<file path="config.mk">
export PLATFORM = sky130hd
export DESIGN_NAME = uart_transmitter
export DESIGN_NICKNAME = d
export VERILOG_FILES = /design/src/rtl/uart_transmitter.sv
export SDC_FILE = /design/constraint.sdc
export NUM_CORES = 1
export LEC_CHECK = 0
export CORE_ASPECT_RATIO = 1.25
export CORE_MARGIN = 3
export CORE_UTILIZATION = 49
export DETAILED_ROUTE_END_ITERATION = 8
export PLACE_DENSITY_LB_ADDON = 0.2
export SYNTH_ARGS = -nofsm -noshare
export SYNTH_HDL_FRONTEND = slang
export SYNTH_SLANG_ARGS = --single-unit
export TNS_END_PERCENT = 100
</file>
<file path="constraint.sdc">
create_clock -name clk -period 1.7 [get_ports clk]
set_input_delay 0.17 -clock clk [delete_from_list [all_inputs] [get_ports clk]]
set_output_delay 0.17 -clock clk [all_outputs]
set_load 0.01 [all_outputs]
</file>
<file path="src/rtl/uart_transmitter.sv">
// uart_transmitter: 8N1 serial transmitter with a valid/ready byte input and a
// one-entry holding register so consecutive frames leave back-to-back.
module uart_transmitter #(
  parameter int unsigned CLKS_PER_BIT = 1,
  parameter int unsigned STOP_BITS    = 1
) (
  input  logic       clk,
  input  logic       rst,
  input  logic       valid,
  input  logic [7:0] data,
  output logic       ready,
  output logic       tx,
  output logic       busy,
  output logic       done
);

  localparam int unsigned CNT_W = (CLKS_PER_BIT > 1) ? $clog2(CLKS_PER_BIT) : 1;
  localparam logic [CNT_W-1:0] BAUD_LAST = CNT_W'(CLKS_PER_BIT - 1);
  localparam logic STOP_LAST = 1'(STOP_BITS - 1);

  typedef enum logic [1:0] {
    IDLE  = 2'd0,
    START = 2'd1,
    DATA  = 2'd2,
    STOP  = 2'd3
  } state_t;

  state_t           state,     state_nxt;
  logic [CNT_W-1:0] baud,      baud_nxt;
  logic [2:0]       bit_idx,   bit_idx_nxt;
  logic             stop_idx,  stop_idx_nxt;
  logic [7:0]       shifter,   shifter_nxt;
  logic [7:0]       hold,      hold_nxt;
  logic             hold_full, hold_full_nxt;
  logic             tx_nxt;
  logic             busy_nxt;
  logic             ready_nxt;
  logic             done_nxt;

  logic accept;
  logic bit_end;
  logic final_stop;

  // Handshake and bit-boundary qualifiers shared by the next-state logic
  always_comb begin
    accept     = valid && ready;
    bit_end    = (baud == BAUD_LAST);
    final_stop = (state == STOP) && bit_end && (stop_idx == STOP_LAST);
  end

  // State and output registers with synchronous reset
  always_ff @(posedge clk) begin
    if (rst) begin
      state     <= IDLE;
      baud      <= '0;
      bit_idx   <= '0;
      stop_idx  <= 1'b0;
      shifter   <= '0;
      hold      <= '0;
      hold_full <= 1'b0;
      tx        <= 1'b1;
      busy      <= 1'b0;
      ready     <= 1'b1;
      done      <= 1'b0;
    end else begin
      state     <= state_nxt;
      baud      <= baud_nxt;
      bit_idx   <= bit_idx_nxt;
      stop_idx  <= stop_idx_nxt;
      shifter   <= shifter_nxt;
      hold      <= hold_nxt;
      hold_full <= hold_full_nxt;
      tx        <= tx_nxt;
      busy      <= busy_nxt;
      ready     <= ready_nxt;
      done      <= done_nxt;
    end
  end

  // Next-state, datapath and registered-output values
  always_comb begin
    state_nxt     = state;
    baud_nxt      = '0;
    bit_idx_nxt   = bit_idx;
    stop_idx_nxt  = stop_idx;
    shifter_nxt   = shifter;
    hold_nxt      = hold;
    hold_full_nxt = hold_full;
    tx_nxt        = tx;
    busy_nxt      = busy;
    done_nxt      = 1'b0;

    // A byte arriving mid-frame parks in the holding register; on the final
    // stop edge the STOP branch takes it straight into the shifter instead.
    if (accept && (state != IDLE) && !final_stop) begin
      hold_nxt      = data;
      hold_full_nxt = 1'b1;
    end

    case (state)
      IDLE: begin
        tx_nxt       = 1'b1;
        busy_nxt     = 1'b0;
        bit_idx_nxt  = '0;
        stop_idx_nxt = 1'b0;
        if (accept) begin
          shifter_nxt = data;
          state_nxt   = START;
          tx_nxt      = 1'b0;
          busy_nxt    = 1'b1;
        end
      end

      START: begin
        baud_nxt = bit_end ? '0 : baud + CNT_W'(1);
        if (bit_end) begin
          state_nxt   = DATA;
          bit_idx_nxt = '0;
          tx_nxt      = shifter[0];
        end
      end

      DATA: begin
        baud_nxt = bit_end ? '0 : baud + CNT_W'(1);
        if (bit_end) begin
          if (bit_idx == 3'd7) begin
            state_nxt    = STOP;
            stop_idx_nxt = 1'b0;
            tx_nxt       = 1'b1;
          end else begin
            shifter_nxt = shifter >> 1;
            bit_idx_nxt = bit_idx + 3'd1;
            tx_nxt      = shifter[1];
          end
        end
      end

      STOP: begin
        baud_nxt = bit_end ? '0 : baud + CNT_W'(1);
        if (bit_end) begin
          if (stop_idx == STOP_LAST) begin
            done_nxt = 1'b1;
            if (hold_full) begin
              shifter_nxt   = hold;
              hold_full_nxt = 1'b0;
              state_nxt     = START;
              tx_nxt        = 1'b0;
            end else if (accept) begin
              shifter_nxt = data;
              state_nxt   = START;
              tx_nxt      = 1'b0;
            end else begin
              state_nxt = IDLE;
              tx_nxt    = 1'b1;
              busy_nxt  = 1'b0;
            end
          end else begin
            stop_idx_nxt = stop_idx + 1'b1;
          end
        end
      end

      default: begin
        state_nxt = IDLE;
        tx_nxt    = 1'b1;
        busy_nxt  = 1'b0;
      end
    endcase

    ready_nxt = !hold_full_nxt;
  end

endmodule

</file>
==> results.cfg, run 1 <==
[run_status]
status = completed

[grt]
grt_overflow = 0
grt_pass1_wl_um = 5480
grtUsageTotal = 0.208
grt_start_max_net_pins = 16
grt_pass1_vias = 1236
antenna_found_initial = 0

[yosys]
synth_adder_area_share = 0.0640
yosysUniqueCellTypes = 35
ys_ff_latch = 27
avgSynthCellArea_um2 = 9.18
synth.area.mux_share = 0.0805
synth_nets = 167
syn-cell-area_um2 = 1370
yosys_warnings = 0
synth_compound_area_frac = 0.282
synth_xor_area_frac = 0
synth_cells = 149
yosys.area_share.simple = 0.123
seq_area_frac_synth = 0.395
synth_top_family_by_area = compound AO/OA/AOI/OAI gates

[cts]
cts_buffers = 3
clk_pin_slew_worst_paths_ns = 0.14
cts_tree = done
cts.sinks = 27
ctsHtreeMaxLevel = 1
holdBufCountCts = 0
cts-root-buf = clkbuf_4
cts_max_path_buffers = 2
clk_latency_ns = 0.32

[sta]
slew_viol_final = 0
period_share = 0.983
setup_violations = 0
timing.setup.tns_ns = 0
hold_viol = 0
maxSlewHeadroom = 0.632
fmax_mhz = 598
grt_setup_unrepaired = true
worstMarginPinSlew_ns = 0.551
fin_skew_ns = 0.00448
period_minus_slack_ns = 1.67

[floorplanning]
die_w_um = 53.3
dieArea_um2 = 3460
ios = 15
num_rows = 20
start_util = 0.536
die_y_um = 65.1
coreArea_um2 = 2550

[critical_path]
cp_cell_sequence = ha_4 > ha_4 > or2_4 > a21oi_4 > buf_6 > clkbuf_16 > buf_6 > a311oi_2
crit_type = reg2reg
cp_max_fo = 7
cp_data_required_time_ns = 1.91
cp-end-kind = flop
cpMaxStageDelayCell = dfxtp_2
crit_path_max_incr_delay_ns = 0.37
worstPathArrival_ns = 1.89
cp-start-kind = flop

[routing]
viasPerCell = 5.80
drt_wl_total_um = 3470
drt_iter0_markers = 54
drc = 0
wl_per_cell_um = 16.2
ant_nets = 0
vias = 1246
first_pass_iters = 4

[cells_and_area]
antennaDiodeCount = 0
fillers = 196
drive_above_1_share = 0.291
final_cells = 215
synthToLayoutAreaGrowth_pct = 34.3
fin_area_um2 = 1840
fin_nets = 201

[placement]
io_buffers = 14
gp_routability_congestion = 0.761
hpwl_um = 2280
dpl_cell_area_um2 = 1640
place_inst = 204

[worst_hold_path]
hold_path_class = in2reg

[pwr]
leakagePower_nw = 0.714
ir_drop_uv = 891
power_density_nw_per_um2 = 1530

[run]
cap_violations = 0
==> cells in the mapped netlist, drive strengths merged <==
library cell | count | area [um2]
a221oi | 1 | 15.0
ha | 7 | 87.6
a211oi | 1 | 7.51
nand2b | 3 | 21.3
or2 | 3 | 21.3
conb | 1 | 3.75
a21oi | 16 | 103
nor2b | 2 | 12.5
a21o | 3 | 23.8
a32o | 1 | 10.0
o21ai | 12 | 60.1
a32oi | 7 | 61.3
inv | 5 | 18.8
mux2i | 11 | 110
o21a | 1 | 7.51
clkbuf | 4 | 15.0
nor3b | 1 | 7.51
nand3 | 3 | 15.0
o2bb2ai | 1 | 8.76
a311oi | 8 | 82.6
a31oi | 1 | 6.26
dfxtp | 27 | 541
nand2 | 10 | 37.5
nor2 | 14 | 52.6
buf | 6 | 38.8
==> state kept, by name, summed over array words and instances (netlist names) <==
signal     flops
baud           1
bit_idx        3
busy           1
done           1
hold           8
hold_full      1
ready          1
shifter        8
state          2
tx             1
==> layout make-up <==
class	count	area, um2	share of cell area
multi-input combinational	107	826	0.450
inverter	5	18.8	0.0102
sequential	27	548	0.298
clock buffer	4	26.3	0.0143
timing repair buffer	39	377	0.205
tap	33	41.3	0.0225
==> final timing paths <==
kind                            startpoint    endpoint  slack, ns  cells after the start
worst max-delay path            bit_idx[0]  shifter[6]       0.03                      8
worst min-delay path               data[6]     hold[6]       0.48                      3
worst max register to register  bit_idx[0]  shifter[6]       0.03                      8
worst min register to register  bit_idx[1]  bit_idx[1]       0.51                      2
==> metrics by stage <==
step	total power, W	hold WS, ns	utilization	setup slack, ns
3_3_place_gp	0.00217	0.459	0.644	0.0374
6_report	0.00281	0.481	0.720	0.0284
3_5_place_dp	0.00224	0.476	0.644	-0.0339
2_1_floorplan	0.00177	0.317	-	0.0797
4_1_cts	0.00254	0.472	0.659	0.00601
5_1_grt	0.00298	0.477	0.720	-0.0455
==> repair_timing <==
action                                  in CTS  in global routing
pin swaps                                    0                  7
gates resized for setup                      4                 20
endpoints found under the setup margin      18                 22
setup buffers                                1                  5
hold endpoints to repair                     0                  0
gates cloned                                 0                  1
==> where the power goes <==
| part | switching [W] | total (W) | internal [W] |
|---|---|---|---|
| combinational | 0.000727 | 0.00156 | 0.000832 |
| sequential | 0.000158 | 0.000973 | 0.000814 |
| clock | 0.000184 | 0.000276 | 0.0000919 |
==> routing by layer <==
| layer | part of all wire | wire length [um] | GRT usage | up-vias |
|---|---|---|---|---|
| met3 | 0.040 | 138 | 0.0253 | 4 |
| met5 | 0 | 0 | 0 | - |
| met2 | 0.53 | 1840 | 0.363 | 42 |
| met4 | 0.0098 | 34 | 0.0479 | 0 |
| met1 | 0.42 | 1460 | 0.263 | 590 |
| li1 | - | - | - | 610 |
==> kinds of logic (layout without fill, tap and decap cells) <==
logic type | after synthesis | after routing
AO/OA/AOI/OAI | 52 | 52
adder cells (fa/ha/maj) | 7 | 7
buffers and inverters | 15 | 48
flip-flops | 27 | 27
multiplexers | 11 | 11
other | 1 | 1
AND/OR/NAND/NOR | 36 | 36
==> worst max-delay path, delay by kind of cell, from the launching register on <==
| kind | cells | cell delay [ns] |
|---|---|---|
| compound gates | 2 | 0.27 |
| fa+ha+maj | 2 | 0.31 |
| buf+inv | 3 | 0.36 |
| flops | 1 | 0.37 |
| simple gates | 1 | 0.26 |
==> layout by cell type (no fill, tap or decap), types with 2 or more instances in the layout <==
cell type / synthesis / routed
dfxtp_1: 27 / 23
buf_4: 1 / 18
nor2_1: 14 / 14
clkdlybuf4s50_1: 0 / 14
o21ai_0: 11 / 11
nand2_1: 10 / 10
mux2i_1: 11 / 10
a21oi_1: 12 / 10
a32oi_1: 7 / 7
inv_1: 5 / 5
a311oi_1: 6 / 5
buf_6: 1 / 5
a21oi_2: 3 / 4
nand3_1: 3 / 3
a311oi_2: 2 / 3
ha_2: 0 / 3
dfxtp_2: 0 / 3
clkbuf_4: 0 / 3
a21o_1: 2 / 2
nor2b_1: 2 / 2
a21oi_4: 1 / 2
nand2b_1: 2 / 2
ha_4: 0 / 2
ha_1: 7 / 2
(Power assumes the default switching activity.)
==> run 2: changes to the inputs <==
--- a/config.mk
+++ b/config.mk
@@ -9,7 +9,9 @@
 export CORE_MARGIN = 3
 export CORE_UTILIZATION = 49
 export DETAILED_ROUTE_END_ITERATION = 8
+export MAX_ROUTING_LAYER = met4
 export PLACE_DENSITY_LB_ADDON = 0.2
+export SLEW_MARGIN = 20
 export SYNTH_ARGS = -nofsm -noshare
 export SYNTH_HDL_FRONTEND = slang
 export SYNTH_SLANG_ARGS = --single-unit
==> run 2 against run 1 <==
- global-route usage up 0.53 points
- routed wire length up 0.35%
- cell count unchanged
- sequential share of layout area unchanged
- non-clock buffer count unchanged
- clock-buffer cell count unchanged
- sequential power about the same
- setup slack worse by 0.0036 ns
- critical path depth unchanged
- hold slack better by 0.0018 ns
- fmax down 0.22%
==> results.cfg, run 2 (same netlist as run 1, synthesis figures left out) <==
[cts]
ctsHtreeMaxLevel = 1
cts-root-buf = clkbuf_4
cts_buffers = 3
clk_pin_slew_worst_paths_ns = 0.14
cts_max_path_buffers = 2
clk_latency_ns = 0.32
cts_tree = done
cts.sinks = 27

[pwr]
ir_drop_uv = 891
p_int_w = 0.00174
p_sw_frac = 0.381
power_density_nw_per_um2 = 1530
p_clk_frac = 0.098
power_switching_w = 0.00107
leakagePower_nw = 0.714
pwr-share-seq = 0.346
p_comb_frac = 0.556

[cells_and_area]
fin_util = 0.720
antennaDiodeCount = 0
drive_above_1_share = 0.291
reg_top3 = hold (8), shifter (8), bit_idx (3)
layout_commonest_cell = dfxtp_1
fillers = 196
synthToLayoutAreaGrowth_pct = 34.3
most-common-layout-cells = dfxtp_1 (23), buf_4 (18), nor2_1 (14), clkdlybuf4s50_1 (14), o21ai_0 (11)
fin_area_um2 = 1840
fin_nets = 201

[floorplanning]
die_y_um = 65.1
num_rows = 20
coreArea_um2 = 2550
die_w_um = 53.3
dieArea_um2 = 3460
start_util = 0.536
ios = 15

[critical_path]
worstPathArrival_ns = 1.89
cp_data_required_time_ns = 1.91
cp_max_fo = 7
cpMaxStageDelayCell = dfxtp_2
cp-end-kind = flop
cp-start-kind = flop
cp_cell_sequence = ha_4 > ha_4 > or2_4 > a21oi_4 > buf_6 > clkbuf_16 > buf_6 > a311oi_2
cp_top_family = flip-flops
crit_type = reg2reg
crit_path_max_incr_delay_ns = 0.37
path_buf_inv = 3

[sta]
timing.setup.tns_ns = 0
period_minus_slack_ns = 1.68
worstMarginPinSlew_ns = 0.535
hold_viol = 0
setup_violations = 0
maxSlewHeadroom = 0.643
fmax_mhz = 597
hold_slack_ns = 0.483
slew_viol_final = 0
fin_skew_ns = 0.00387
grt_setup_unrepaired = true
period_share = 0.985

[routing]
drc = 0
drt_wl_total_um = 3490
drt_iter0_markers = 54
vias = 1264
first_pass_iters = 4
viasPerCell = 5.88
wl_per_cell_um = 16.2
ant_nets = 0

[grt]
antenna_found_initial = 0
busiest_layer = met2
grt_start_max_net_pins = 16
grtUsageTotal = 0.213
use_met1 = 0.266
met2_usage = 0.363
grt_use_met3 = 0.0207
grt_pass1_wl_um = 5480
grt_pass1_vias = 1238
grt_overflow = 0

[placement]
gp_routability_congestion = 0.771
dpl_cell_area_um2 = 1640
hpwl_um = 2280
io_buffers = 14

[run_status]
status = completed

[run]
cap_violations = 0

[worst_hold_path]
hold_path_class = in2reg
-- run 2: cell counts in the layout (fill, tap and decap cells not counted) --
No cell type changed its count.
-- run 2: worst paths after layout --
check	cells past startpoint	start	slack [ns]	to
worst min register to register	2	bit_idx[1]	0.51	bit_idx[1]
worst max register to register	8	bit_idx[0]	0.02	shifter[6]
worst min-delay path	3	data[6]	0.48	hold[6]
worst max-delay path	8	bit_idx[0]	0.02	shifter[6]
-- run 2: layout make-up --
class                           instances  area [um2]  area share
Clock buffer                            4        26.3      0.0143
Timing Repair Buffer                   39         377       0.205
Inverter                                5        18.8      0.0102
Sequential cell                        27         548       0.298
Multi-Input combinational cell        107         826       0.450
Tap cell                               33        41.3      0.0225
-- run 2: metal layers --
layer  up-vias  wire length, um  part of all wire
met1       602             1460              0.42
met2        47             1850              0.53
met4         0               34            0.0098
met3         4              146             0.042
li1        611                -                 -
met5         -                0                 0
-- run 2: what timing repair did --
item,in CTS,in global routing
hold buffers,0,0
setup buffers,1,5
cloned,0,1
gates resized for setup,4,20
setup endpoints to repair,18,22
pin swaps,0,7
-- run 2: power by group through the flow --
| stage | combinational [W] | sequential (W) | clock (W) |
|---|---|---|---|
| 6_report | 0.00156 | 0.000971 | 0.000275 |
| 5_1_grt | 0.00168 | 0.000988 | 0.000312 |
| 4_1_cts | 0.00130 | 0.000954 | 0.000284 |
| 3_5_place_dp | 0.00128 | 0.000963 | 0 |
| 3_3_place_gp | 0.00122 | 0.000951 | 0 |
| 2_1_floorplan | 0.000841 | 0.000924 | 0 |
-- run 2: through the flow --
step,worst slack (ns),instances,total power [W]
final,0.0248,215,0.00281
after global placement,0.0374,204,0.00217
after global routing,-0.0455,215,0.00298
after CTS,0.00601,209,0.00254
after detailed placement,-0.0339,204,0.00224
after floorplan,0.0797,149,0.00177
-- run 2: worst reg2reg max path, stage by stage, from the launching register on --
cell and delay (ns):
dfxtp_2 0.37, ha_4 0.16, ha_4 0.15, or2_4 0.26
a21oi_4 0.20, buf_6 0.13, clkbuf_16 0.14, buf_6 0.10
a311oi_2 0.07
